===== src/rtl/dose_scheduler.sv =====
// Multi-slot medication dose scheduler. Matches the running wall clock against
// programmable dose times, queues matches and hands them one at a time to the
// dispenser actuator, flagging doses that are not confirmed in time.
module dose_scheduler #(
  parameter int unsigned NUM_SLOTS = 3,
  parameter int unsigned SLOT_W    = 2,
  parameter int unsigned TIMEOUT_S = 30
) (
  input  logic                 CLOCK_50,
  input  logic                 reset,
  input  logic                 tick,
  input  logic [4:0]           hours,
  input  logic [5:0]           minutes,
  input  logic [5:0]           seconds,
  input  logic                 cfg_we,
  input  logic [SLOT_W-1:0]    cfg_slot,
  input  logic [4:0]           cfg_hour,
  input  logic [5:0]           cfg_minute,
  input  logic                 cfg_en,
  output logic                 disp_valid,
  output logic [NUM_SLOTS-1:0] disp_ch,
  input  logic                 disp_done,
  output logic [NUM_SLOTS-1:0] missed,
  input  logic                 clr_missed,
  output logic [7:0]           dose_count,
  output logic                 busy
);

  typedef enum logic [1:0] {StIdle, StDispense, StCooldown} state_e;

  state_e               r_state, w_state_next;
  logic [4:0]           r_slot_hour [NUM_SLOTS];
  logic [5:0]           r_slot_min  [NUM_SLOTS];
  logic [NUM_SLOTS-1:0] r_slot_en;
  logic [NUM_SLOTS-1:0] r_pending, w_pending_next;
  logic [SLOT_W-1:0]    r_cur, w_cur_next;
  logic [7:0]           r_timer, w_timer_next;
  logic [NUM_SLOTS-1:0] r_missed, w_missed_next;
  logic [7:0]           r_count, w_count_next;

  logic [NUM_SLOTS-1:0] w_match;
  logic [NUM_SLOTS-1:0] w_cur_onehot;
  logic [SLOT_W-1:0]    w_low_idx;
  logic                 w_found;
  logic [7:0]           w_timer_inc;
  logic                 w_timeout;

  // Per-slot time match, evaluated only at the top of each minute.
  always_comb begin
    w_match = '0;
    for (int i = 0; i < int'(NUM_SLOTS); i++) begin
      w_match[i] = tick && (seconds == 6'd0) && r_slot_en[i] &&
                   (r_slot_hour[i] == hours) && (r_slot_min[i] == minutes);
    end
  end

  // Lowest pending slot wins arbitration; one-hot decode of the slot in service.
  always_comb begin
    w_low_idx    = '0;
    w_found      = 1'b0;
    w_cur_onehot = '0;
    for (int i = 0; i < int'(NUM_SLOTS); i++) begin
      if (r_pending[i] && !w_found) begin
        w_low_idx = SLOT_W'(i);
        w_found   = 1'b1;
      end
      w_cur_onehot[i] = (r_cur == SLOT_W'(i));
    end
  end

  // Timer value after this tick; timeout fires on the tick that reaches TIMEOUT_S.
  always_comb begin
    w_timer_inc = r_timer + 8'd1;
    w_timeout   = tick && (32'(w_timer_inc) == TIMEOUT_S);
  end

  // Next-state and output logic of the dispense FSM.
  always_comb begin
    w_state_next   = r_state;
    // A match on an already-pending slot is absorbed by the OR.
    w_pending_next = r_pending | w_match;
    w_cur_next     = r_cur;
    w_timer_next   = r_timer;
    w_missed_next  = clr_missed ? '0 : r_missed;
    w_count_next   = r_count;
    disp_valid     = 1'b0;
    disp_ch        = '0;
    case (r_state)
      StIdle: begin
        if (w_found) begin
          w_cur_next   = w_low_idx;
          w_timer_next = '0;
          w_state_next = StDispense;
        end
      end
      StDispense: begin
        disp_valid = 1'b1;
        disp_ch    = w_cur_onehot;
        // Completion takes priority over a coincident timeout.
        if (disp_done) begin
          w_pending_next = w_pending_next & ~w_cur_onehot;
          if (r_count != 8'hFF) begin
            w_count_next = r_count + 8'd1;
          end
          w_state_next = StCooldown;
        end else if (tick) begin
          w_timer_next = w_timer_inc;
          if (w_timeout) begin
            // Set after the clear so a simultaneous clr_missed loses.
            w_missed_next  = w_missed_next | w_cur_onehot;
            w_pending_next = w_pending_next & ~w_cur_onehot;
            w_state_next   = StCooldown;
          end
        end
      end
      StCooldown: begin
        w_state_next = StIdle;
      end
      default: begin
        w_state_next = StIdle;
      end
    endcase
  end

  // FSM state register.
  always_ff @(posedge CLOCK_50) begin
    if (!reset) begin
      r_state <= StIdle;
    end else begin
      r_state <= w_state_next;
    end
  end

  // Datapath registers: queue, current slot, timer, flags and dose counter.
  always_ff @(posedge CLOCK_50) begin
    if (!reset) begin
      r_pending <= '0;
      r_cur     <= '0;
      r_timer   <= '0;
      r_missed  <= '0;
      r_count   <= '0;
    end else begin
      r_pending <= w_pending_next;
      r_cur     <= w_cur_next;
      r_timer   <= w_timer_next;
      r_missed  <= w_missed_next;
      r_count   <= w_count_next;
    end
  end

  // Slot configuration; writes to nonexistent slots fall through the loop unmatched.
  always_ff @(posedge CLOCK_50) begin
    if (!reset) begin
      for (int i = 0; i < int'(NUM_SLOTS); i++) begin
        r_slot_hour[i] <= (i == 0) ? 5'd8 : (i == 1) ? 5'd13 : (i == 2) ? 5'd20 : 5'd0;
        r_slot_min[i]  <= 6'd0;
        r_slot_en[i]   <= (i < 3);
      end
    end else if (cfg_we) begin
      for (int i = 0; i < int'(NUM_SLOTS); i++) begin
        if (cfg_slot == SLOT_W'(i)) begin
          r_slot_hour[i] <= cfg_hour;
          r_slot_min[i]  <= cfg_minute;
          r_slot_en[i]   <= cfg_en;
        end
      end
    end
  end

  assign missed     = r_missed;
  assign dose_count = r_count;
  assign busy       = (r_pending != '0) || (r_state != StIdle);

endmodule


===== config.mk =====
export PLATFORM = sky130hd
export DESIGN_NAME = dose_scheduler
export DESIGN_NICKNAME = d
export VERILOG_FILES = /design/src/rtl/dose_scheduler.sv
export SDC_FILE = /design/constraint.sdc
export NUM_CORES = 1
export LEC_CHECK = 0
export CAP_MARGIN = 20
export CORE_ASPECT_RATIO = 0.6
export CORE_MARGIN = 2
export CORE_UTILIZATION = 60
export DETAILED_ROUTE_END_ITERATION = 8
export DONT_BUFFER_PORTS = 1
export PLACE_DENSITY = 0.76
export SYNTH_ARGS = -nofsm -noshare
export SYNTH_HDL_FRONTEND = slang
export SYNTH_SLANG_ARGS = --single-unit

===== constraint.sdc =====
create_clock -name CLOCK_50 -period 2.21 [get_ports CLOCK_50]
set_clock_uncertainty 0.1 [all_clocks]
set_input_delay 0.442 -clock CLOCK_50 [delete_from_list [all_inputs] [get_ports CLOCK_50]]
set_output_delay 0.442 -clock CLOCK_50 [all_outputs]
set_load 0.01 [all_outputs]

---- Word level (Yosys, flattened, before mapping) ----
Memories as Yosys holds them, arrays and structs flattened.
Index checks and enable logic that the tools add are counted.
word-level totals
  flip-flop bits (word level) ............. 29
  bits in writable memories ............... 33
  bits of input ports ..................... 37
  output and inout bits ................... 16
  word-level logic and storage cells ...... 115
  memories ................................ 2
operators by class
  add/sub/neg operators ................... 2
  equality and inequality tests ........... 18
  mux-type cells .......................... 44
  bitwise gates (word level) .............. 10
  reductions and logical operators ........ 30
memories
  name         words  bits a word  rd ports  clocked after memory_dff  write ports  line  text
  r_slot_min   3      6            3         0                         3            33    logic [5:0] r_slot_min [NUM_SLOTS];
  r_slot_hour  3      5            3         0                         3            32    logic [4:0] r_slot_hour [NUM_SLOTS];
operators by type and width
  operator                                                               number
  3-bit 2-to-1 mux                                                       10
  8-bit 2-to-1 mux                                                       3
  6-bit equality test                                                    3
  1-bit 2-to-1 mux                                                       18
  6-bit 2-to-1 mux                                                       3
  8-bit by 1-bit adder with 8-bit output, second input constant          2
  8-bit case mux with 2 select lines                                     1
  5-bit equality test                                                    3
  5-bit 2-to-1 mux                                                       3
  1-bit logical AND                                                      13
  2-bit 2-to-1 mux                                                       5
  8-bit by 5-bit equality test with 1-bit output, second input constant  1
  8-bit != test, second input constant                                   1
  2-bit AND reduction                                                    4
  2-bit by 1-bit equality test with 1-bit output, second input constant  3
  2-bit logical NOT                                                      3
  6-bit logical NOT                                                      1
  2-bit != test, second input constant                                   3
  3-bit != test, second input constant                                   2
  1-bit OR                                                               6
  3-bit OR                                                               2
  3-bit AND reduction                                                    2
  2-bit equality test, second input constant                             2
  2-bit case mux with 2 select lines                                     1
  7 further kinds                                                        9

---- Depth between registers and ports, before layout ----
Gate-level depths: netlist (run 1).
  depth in word-level cells ............... 11
  depth in mapped cells ................... 6
  mapped depth without buffers ............ 6

---- Worst setup path after synthesis (run 1) ----
Ideal clock, no wire load.
  path kind ............................... register -> register
  start ................................... reg r_timer[0]
  end ..................................... reg r_state[0]
  setup time .............................. 0.116 ns
  arrival ................................. 1.667 ns
  required time ........................... 1.994 ns
  path slack .............................. 0.326 ns
  cell stages (with the launch flop) ...... 6
  buffers on the path ..................... 0
  period minus slack after synthesis ...... 1.884 ns
  cell sequence ........................... dfxtp_1 > nand3_1 > or4_4 > a2111oi_4 > a21oi_1 > a31o_2
between the ends
  cells in the longest elaborated chain, start to end .. 5
RTL lines
  what                                            line  text
  from (decl)                                     37    logic [7:0] r_timer, w_timer_next;
  from (signal assigned)                          145   r_timer <= w_timer_next;
  8-bit by 1-bit adder with 8-bit output          73    w_timer_inc = r_timer + 8'd1;
  8-bit by 5-bit equality test with 1-bit output  74    w_timeout = tick && (32'(w_timer_inc) == TIMEOUT_S);
  1-bit logical AND                               74
  3-bit != test (no line)                         -
  3-bit AND reduction (no line)                   -
  to (signal assigned)                            128   r_state <= StIdle;
  to (signal assigned)                            130   r_state <= w_state_next;
  to (decl)                                       31    state_e r_state, w_state_next;
Every way passes these cells.
A chain may end at the register's enable or synchronous reset.

---- Worst setup path in the final report (run 1) ----
  start ................................... reg r_pending[0]
  end ..................................... out busy
between the ends
  cells in the longest elaborated chain, start to end .. 2
RTL lines
  what                    line  text
  from (decl)             35    logic [NUM_SLOTS-1:0] r_pending, w_pending_next;
  from (signal assigned)  143   r_pending <= w_pending_next;
  3-bit nonzero test      172   assign busy = (r_pending != '0) || (r_state != StIdle);
  1-bit logical OR        172
  to (decl)               26    output logic busy
Every way passes these cells.

==> impl_results.md, run 1 <==
- DIE HEIGHT: 58.0 µm
- Switching Share: 0.221
- Syn_area_per_cell: 10.9 µm²
- Layout Area Growth over Synthesis: 9.40%
- Antenna fix cells: 0
- Filler Cell Count: 350
- Yosys warnings: 0
- Final instance area: 3190 µm²
- Final net count: 318
- Switching pwr: 0.513 mW
- Worst ir drop on vdd: 0.693 mV
- Synthesized instance count: 267
- Antenna viol nets, final: 0
- Clock sink count: 62
- Max-slew violation count: 0
- Vias in the first global route: 1883
- Drt initial violations: 111
- Clock H-tree levels: 3
- Clock tree buffer depth: 2
- Reg power frac: 0.558
- Worst Tran Pin Value: 0.662 ns
- Clock slew at reported path FFs: 0.07 ns
- Routed WL per cell: 16.6 µm
- Pin count of the biggest net entering global routing: 33
- Worst Path Required: 1.67 ns
- Placer congestion estimate: 0.841
- Crit. End Element: output port
- Initial core utilization: 0.629
- Hpwl dp: 4190 µm
- Critical path startpoint category: flip-flop
- Synthesized area: 2920 µm²
- Worst Path Max Fanout: 5
- # Post-CTS Setup Buffers: 0
- Main synth FF type: edfxtp_1
- Synthesized Nets: 307
- Clock Power Share: 0.381
- Die area: 5450 µm²
- # hold bufs at CTS: 0
- RSZ-0062 raised after global routing: no
- Post-DP Area: 3010 µm²
- Leak pwr: 1.11 nW
- Slew HR: 0.558
- Initial antenna violation count: 0
- Internal Power: 1.81 mW
- Worst Hold Margin: 0.0784 ns
- Final worst slack: 0.167 ns
- Tot GR Track Use: 0.234
- Setup Viol. Count Final: 0
- Via count: 1994
- Max Clock Freq: 490 MHz
- Async SR Flop Fraction: 0
- Tmin final: 2.04 ns
- Post-CTS Resized: 0
- Maxcap violations: 0
- Status: complete, no violations
- IO Port Bufs: 0
- Post-Route WL: 5730 µm
- Pwr per Cell Area: 728 nW/µm²
- Setup_tns: 0 ns
- Die Span X: 94.0 µm
- Row cnt: 19
- Core area: 4640 µm²
- I/O pin count: 53
- Combinational share of power: 0.061
- Overflow after GRT: 0
- Hold WC Path Type: in2reg
- CTS tree: done
- Root Driver: clkbuf_8
- Synthesized flop and latch total: 62
- Sequential share of the synthesized area: 0.539
- Drt pass-1 iters: 4
- Setup slack at placement: 0.215 ns
- Final period utilization: 0.924
- Clk_lat worst skew: 0.34 ns
- Worst Path Arrival: 1.50 ns
- Yosys cell types: 39
- CTS Buf Count: 9
- Register Area: 1570 µm²
- Multi-input logic area: 1310 µm²
- Setup CP Type: reg2out
- Share of layout cells above drive strength 1: 0.110
- Post-synth EDFFs: 33
- Vias/cell: 5.76
- Remaining DRCs: 0
- Final Hold Fails: 0
- First-pass GRT wire length: 9260 µm
==> registers in the layout, indices dropped and copies added (netlist names) <==
register,flops
dose_count,8
missed,3
r_timer,8
r_slot_hour,15
r_slot_en,3
r_cur,2
r_state,2
r_pending,3
r_slot_min,18
==> cell type report <==
type / count / area share
clock buffers: 11 / 0.0478
repair buffers: 5 / 0.0118
inverters: 5 / 0.00588
flip-flops and latches: 62 / 0.493
clock inverters: 5 / 0.00745
well taps: 63 / 0.0247
multi-input cells: 195 / 0.410
==> critical path, stage by stage, from the launching register on <==
cell and delay, ns:
dfxtp_1 0.35, or3_1 0.43, or3_1 0.38
==> final timing paths <==
path                                             endpoint  cells after the start                      start  slack (ns)
worst min register to register  r_slot_en[1]$_SDFFE_PN1P_                      2  r_slot_en[1]$_SDFFE_PN1P_        0.39
worst max register to register       missed[2]$_SDFF_PN0_                      5    r_timer[1]$_SDFFE_PN0P_        0.21
worst min-delay path            r_slot_en[2]$_SDFFE_PN1P_                      1                      reset        0.08
worst max-delay path                                 busy                      2    r_pending[0]$_SDFF_PN0_        0.17
==> power by group through the flow <==
| stage | clock [mW] | sequential, mW | combinational (mW) |
|---|---|---|---|
| floorplan | 0 | 1.32 | 0.114 |
| global placement | 0 | 1.32 | 0.140 |
| detailed placement | 0 | 1.32 | 0.141 |
| CTS | 0.903 | 1.30 | 0.142 |
| global route | 0.956 | 1.30 | 0.154 |
| finish | 0.885 | 1.30 | 0.142 |
==> cells in the final DEF (no fill, tap or decap), types with 5 or more instances in the layout <==
cell type and count:
a21boi_0 5, o21ai_0 12, inv_1 5, nor2_1 15, and2_1 18, nand2_1 15, nand4_1 10, xnor2_1 35
xor2_1 8, a21oi_1 9, nor2b_1 6, nand2b_1 8, edfxtp_1 33, nand3_1 9, nor3_1 5, buf_4 5
dfxtp_1 29, clkbuf_8 9
==> metal layers <==
metal	global-route usage	vias up	share of wire
met1	0.345	945	0.50
met2	0.316	77	0.41
li1	-	968	-
met5	0	-	0
met3	0.0936	4	0.085
met4	0.0745	0	0.0066
==> Yosys cell counts (all sizes together) (2+ instances only) <==
master,n,area share
xnor2,35,0.11
edfxtp,33,0.34
dfxtp,29,0.20
and2,18,0.039
nand2,17,0.024
nor2,15,0.019
o21ai,12,0.021
nand4,10,0.021
a21oi,9,0.015
nand3,9,0.015
nand2b,8,0.017
xor2,8,0.024
a21boi,6,0.015
nor2b,6,0.013
clkbuf,5,0.0064
inv,5,0.0064
nor3,5,0.0086
mux2i,4,0.014
nor4,4,0.0086
or3,4,0.0086
ha,3,0.013
o31ai,3,0.0077
a31o,2,0.0060
and3,2,0.0047
nand3b,2,0.0051
or2,2,0.0043
or3b,2,0.0060
or4,2,0.0064
==> through the flow <==
step | utilization | total power [mW] | cells
detailed placement | 0.650 | 1.46 | 330
global placement | 0.650 | 1.46 | 330
CTS | 0.688 | 2.34 | 346
global route | 0.688 | 2.41 | 346
finish | 0.688 | 2.32 | 346
floorplan | - | 1.43 | 267
==> logic make-up (layout without fill, tap and decap cells) <==
group	Yosys count	count (layout)	synth area share
simple gates	108	108	0.207
flops	62	62	0.539
xor+xnor	43	43	0.129
compound gates	37	37	0.0854
buf+inv	10	26	0.0129
mux	4	4	0.0137
fa+ha+maj	3	3	0.0129
Note: power is estimated with default switching activity, not from simulation.
==> inputs of run 2 (changes only) <==
CELL_PAD_IN_SITES_DETAIL_PLACEMENT = 1   (was not set)
CELL_PAD_IN_SITES_GLOBAL_PLACEMENT = 2   (was not set)
CORE_UTILIZATION = 40   (was 60)
PLACE_DENSITY = not set   (was 0.76)
PLACE_DENSITY_LB_ADDON = 0.1   (was not set)
==> impl_results.md, run 2 (same netlist as run 1, synthesis figures left out) <==
- R2r endpoint: r_state[0]$_SDFFE_PN0P_
- DIE HEIGHT: 70.1 µm
- Tot GR Track Use: 0.191
- Final net count: 320
- Status: complete, no violations
- FF-to-FF setup slack: 0.12 ns
- Drt pass-1 iters: 4
- Setup CP Type: reg2reg
- Die area: 8010 µm²
- Largest delay share family, worst path: compound AO/OA/AOI/OAI gates
- Antenna viol nets, final: 0
- WHS Endpoint: r_slot_en[0]$_SDFFE_PN1P_
- Worst ir drop on vdd: 0.481 mV
- Crit. End Element: flip-flop
- Hold WC Path Type: in2reg
- CTS tree: done
- RSZ-0062 raised after global routing: no
- Worst Path Buf+Inv: 0
- Worst Tran Pin Value: 0.730 ns
- CTS Buf Count: 9
- Setup_tns: 0 ns
- Clock H-tree levels: 3
- Final Hold Fails: 0
- Slew HR: 0.512
- Max Clock Freq: 479 MHz
- CP max stage delay: 0.53 ns
- Final worst slack: 0.123 ns
- Worst Path Max Fanout: 5
- Hold wc startpoint: reset
- Largest registers: r_slot_min (18), r_slot_hour (15)
- Largest register by flop count: r_slot_min
- Placer congestion estimate: 0.749
- Routed WL per cell: 18.2 µm
- Reg2reg start: r_timer[1]$_SDFFE_PN0P_
- Vias in the first global route: 2084
- IO Port Bufs: 0
- First-pass GRT wire length: 11200 µm
- Clock tree buffer depth: 2
- Clock sink count: 62
- Row cnt: 24
- WHS Path Cells: 1
- Maxcap violations: 0
- Hpwl dp: 5040 µm
- Clock slew at reported path FFs: 0.05 ns
- FF-to-FF path depth: 5
- Commonest non-fill, non-tap cell in the layout: xnor2_1
- Leak pwr: 1.17 nW
- Slowest cell on crit path: or4_4
- Core area: 7150 µm²
- Clk_lat worst skew: 0.33 ns
- Worst Path Required: 2.34 ns
- # hold bufs at CTS: 0
- Tmin final: 2.09 ns
- Max-slew violation count: 0
- Pwr per Cell Area: 863 nW/µm²
- Via count: 1947
- Die Span X: 114 µm
- Max FFs per register: 18
- Initial antenna violation count: 0
- Drt initial violations: 95
- Final period utilization: 0.944
- Root Driver: clkbuf_16
- Overflow after GRT: 0
- Share of layout cells above drive strength 1: 0.119
- Setup Viol. Count Final: 0
- Initial core utilization: 0.408
- Pin count of the biggest net entering global routing: 33
- Post-CTS Resized: 0
- Post-Route WL: 6850 µm
- I/O pin count: 53
- Worst Path Arrival: 2.21 ns
- Antenna fix cells: 0
- Critical path startpoint category: flip-flop
- Start point of the critical path: r_timer[1]$_SDFFE_PN0P_
- Remaining DRCs: 0
- Vias/cell: 5.18
- # Post-CTS Setup Buffers: 0
- Crit path cell chain: nand3_1 -> or4_4 -> a2111oi_4 -> a21oi_1 -> a31o_2
- Most frequent cells in the layout: xnor2_1, edfxtp_1, dfxtp_1
- Layout Area Growth over Synthesis: 15.8%
- Setup slack at placement: 0.133 ns
-- run 2: how the worst max path moves through the flow --
stage	to	slack (ns)	depth (start not counted)
3_3_place_gp	r_state[0]$_SDFFE_PN0P_	0.26	5
2_1_floorplan	r_state[0]$_SDFFE_PN0P_	0.33	5
5_1_grt	r_state[1]$_SDFFE_PN0P_	0.009	5
6_report	r_state[0]$_SDFFE_PN0P_	0.12	5
4_1_cts	r_state[0]$_SDFFE_PN0P_	0.13	5
3_5_place_dp	r_state[0]$_SDFFE_PN0P_	0.13	5
-- run 2: final cells by class --
cell class	count	area [µm²]
timing repair buffer	7	52.6
multi-input combinational	195	1310
tap	91	114
fill	783	3770
clock inverter	7	88.8
clock buffer	9	225
inverter	5	18.8
sequential	62	1570
-- run 2: report_power, final --
part | internal (mW) | switching, mW | total (mW)
sequential | 1.27 | 0.0238 | 1.30
clock | 0.977 | 0.496 | 1.47
combinational | 0.0746 | 0.0685 | 0.143
-- run 2: metal layers --
layer | vias to the layer above | routed length [µm] | part of all wire | global-route usage
met5 | - | 0 | 0 | 0
met4 | 0 | 23 | 0.0034 | 0.0488
met3 | 2 | 389 | 0.057 | 0.0911
met2 | 42 | 2690 | 0.39 | 0.245
met1 | 931 | 3750 | 0.55 | 0.283
li1 | 972 | - | - | -
-- run 2: per-stage QoR --
step | area [µm²] | instances | power (mW) | hold WS [ns] | util
floorplan | 2920 | 267 | 1.43 | 0.341 | -
global placement | 3060 | 360 | 1.46 | 0.374 | 0.429
detailed placement | 3060 | 360 | 1.47 | 0.379 | 0.429
CTS | 3380 | 376 | 2.95 | 0.0651 | 0.473
global route | 3380 | 376 | 3.03 | 0.0688 | 0.473
finish | 3380 | 376 | 2.91 | 0.0944 | 0.473
==> inputs of run 3 (changes only) <==
RECOVER_POWER = 50   (was not set)
==> impl_results.md, run 3 (same netlist as run 1, synthesis figures left out) <==
- Status: complete, no violations
- Clock tree buffer depth: 2
- Slew HR: 0.509
- Max-slew violation count: 0
- Largest register by flop count: r_slot_min
- Clock sink count: 62
- Leak pwr: 1.16 nW
- Post-DP Area: 3060 µm²
- Final Power: 2.91 mW
- Root Driver: clkbuf_16
- # Post-CTS Setup Buffers: 0
- Remaining DRCs: 0
- Die area: 8010 µm²
- Final Hold Fails: 0
- Antenna fix cells: 0
- Tot GR Track Use: 0.191
- Placed cell count: 360
- Die Span X: 114 µm
- Final period utilization: 0.945
- Pwr per Cell Area: 862 nW/µm²
- DIE HEIGHT: 70.1 µm
- Vias in the first global route: 2084
- Hold WC Path Type: in2reg
- Drt initial violations: 101
- Final net count: 320
- Vias/cell: 5.15
- Maxcap violations: 0
- Worst Path Max Fanout: 5
- Clock slew at reported path FFs: 0.05 ns
- CTS Buf Count: 9
- Layout Area Growth over Synthesis: 15.7%
- Tmin final: 2.09 ns
- I/O pin count: 53
- Reg2reg start: r_timer[1]$_SDFFE_PN0P_
- IO Port Bufs: 0
- Max FFs per register: 18
- Post-Route WL: 6840 µm
- Max Clock Freq: 479 MHz
- RSZ-0062 raised after global routing: no
- Final worst slack: 0.122 ns
- Post-CTS Resized: 0
- Hpwl dp: 5040 µm
- Start point of the critical path: r_timer[1]$_SDFFE_PN0P_
- Final core utilization: 0.472
- Setup CP Type: reg2reg
- Setup Viol. Count Final: 0
- Antenna viol nets, final: 0
- Filler Cell Count: 785
- Pin count of the biggest net entering global routing: 33
- Setup slack at placement: 0.133 ns
- Share of layout cells above drive strength 1: 0.116
- Most frequent cells in the layout: xnor2_1, edfxtp_1, dfxtp_1
- Core area: 7150 µm²
- Worst ir drop on vdd: 0.481 mV
- Worst Path Required: 2.33 ns
- Placer congestion estimate: 0.749
- Row cnt: 24
- # hold bufs at CTS: 0
- Overflow after GRT: 0
- CTS tree: done
- Setup_tns: 0 ns
- Hold wc startpoint: reset
- Routed WL per cell: 18.2 µm
- Crit. End Element: flip-flop
- Worst Tran Pin Value: 0.736 ns
- Final instance area: 3370 µm²
- Clk_lat worst skew: 0.33 ns
- Commonest non-fill, non-tap cell in the layout: xnor2_1
- Critical path startpoint category: flip-flop
- Clock H-tree levels: 3
- First-pass GRT wire length: 11200 µm
- Initial antenna violation count: 0
- Non-filler instance count after layout: 376
- Initial core utilization: 0.408
- Worst Path Arrival: 2.21 ns
- Worst Hold Margin: 0.0962 ns
- Via count: 1938
- Drt pass-1 iters: 4
- Largest registers: r_slot_min (18), r_slot_hour (15)
## run 3: cell types whose count changed in the layout (fill, tap and decap cells not counted), sizes merged
cell    previous run  this run
buf                7         6
clkbuf             9        10
## run 3: critical path, stage by stage, from the launching register on
cell and delay [ns]:
dfxtp_1 0.43, nand3_1 0.17, or4_4 0.53, a2111oi_4 0.40, a21oi_1 0.13, a31o_2 0.22
## run 3: routing by layer
layer | track usage | part of all wire
met5 | 0 | 0
met4 | 0.0488 | 0.0053
met3 | 0.0911 | 0.049
met2 | 0.245 | 0.40
met1 | 0.283 | 0.55
## run 3: final timing paths
check / depth (start not counted) / to / slack (ns)
min reg2reg: 2 / r_slot_en[1]$_SDFFE_PN1P_ / 0.39
max: 5 / r_state[0]$_SDFFE_PN0P_ / 0.12
min: 1 / r_slot_en[0]$_SDFFE_PN1P_ / 0.1
max reg2reg: 5 / r_state[0]$_SDFFE_PN0P_ / 0.12
## run 3: cell type report
cell class / count / area [µm²] / share of cell area
clock buffer: 9 / 225 / 0.0667
tap: 91 / 114 / 0.0337
clock inverter: 7 / 88.8 / 0.0263
sequential: 62 / 1570 / 0.466
timing repair buffer: 7 / 48.8 / 0.0145
multi-input combinational: 195 / 1310 / 0.387
inverter: 5 / 18.8 / 0.00556
## run 3: where the power goes
part | internal [mW] | switching (mW) | leakage, nW | total (mW)
logic | 0.0731 | 0.0677 | 0.453 | 0.141
clock network | 0.977 | 0.492 | 0.149 | 1.47
registers | 1.27 | 0.0239 | 0.559 | 1.30
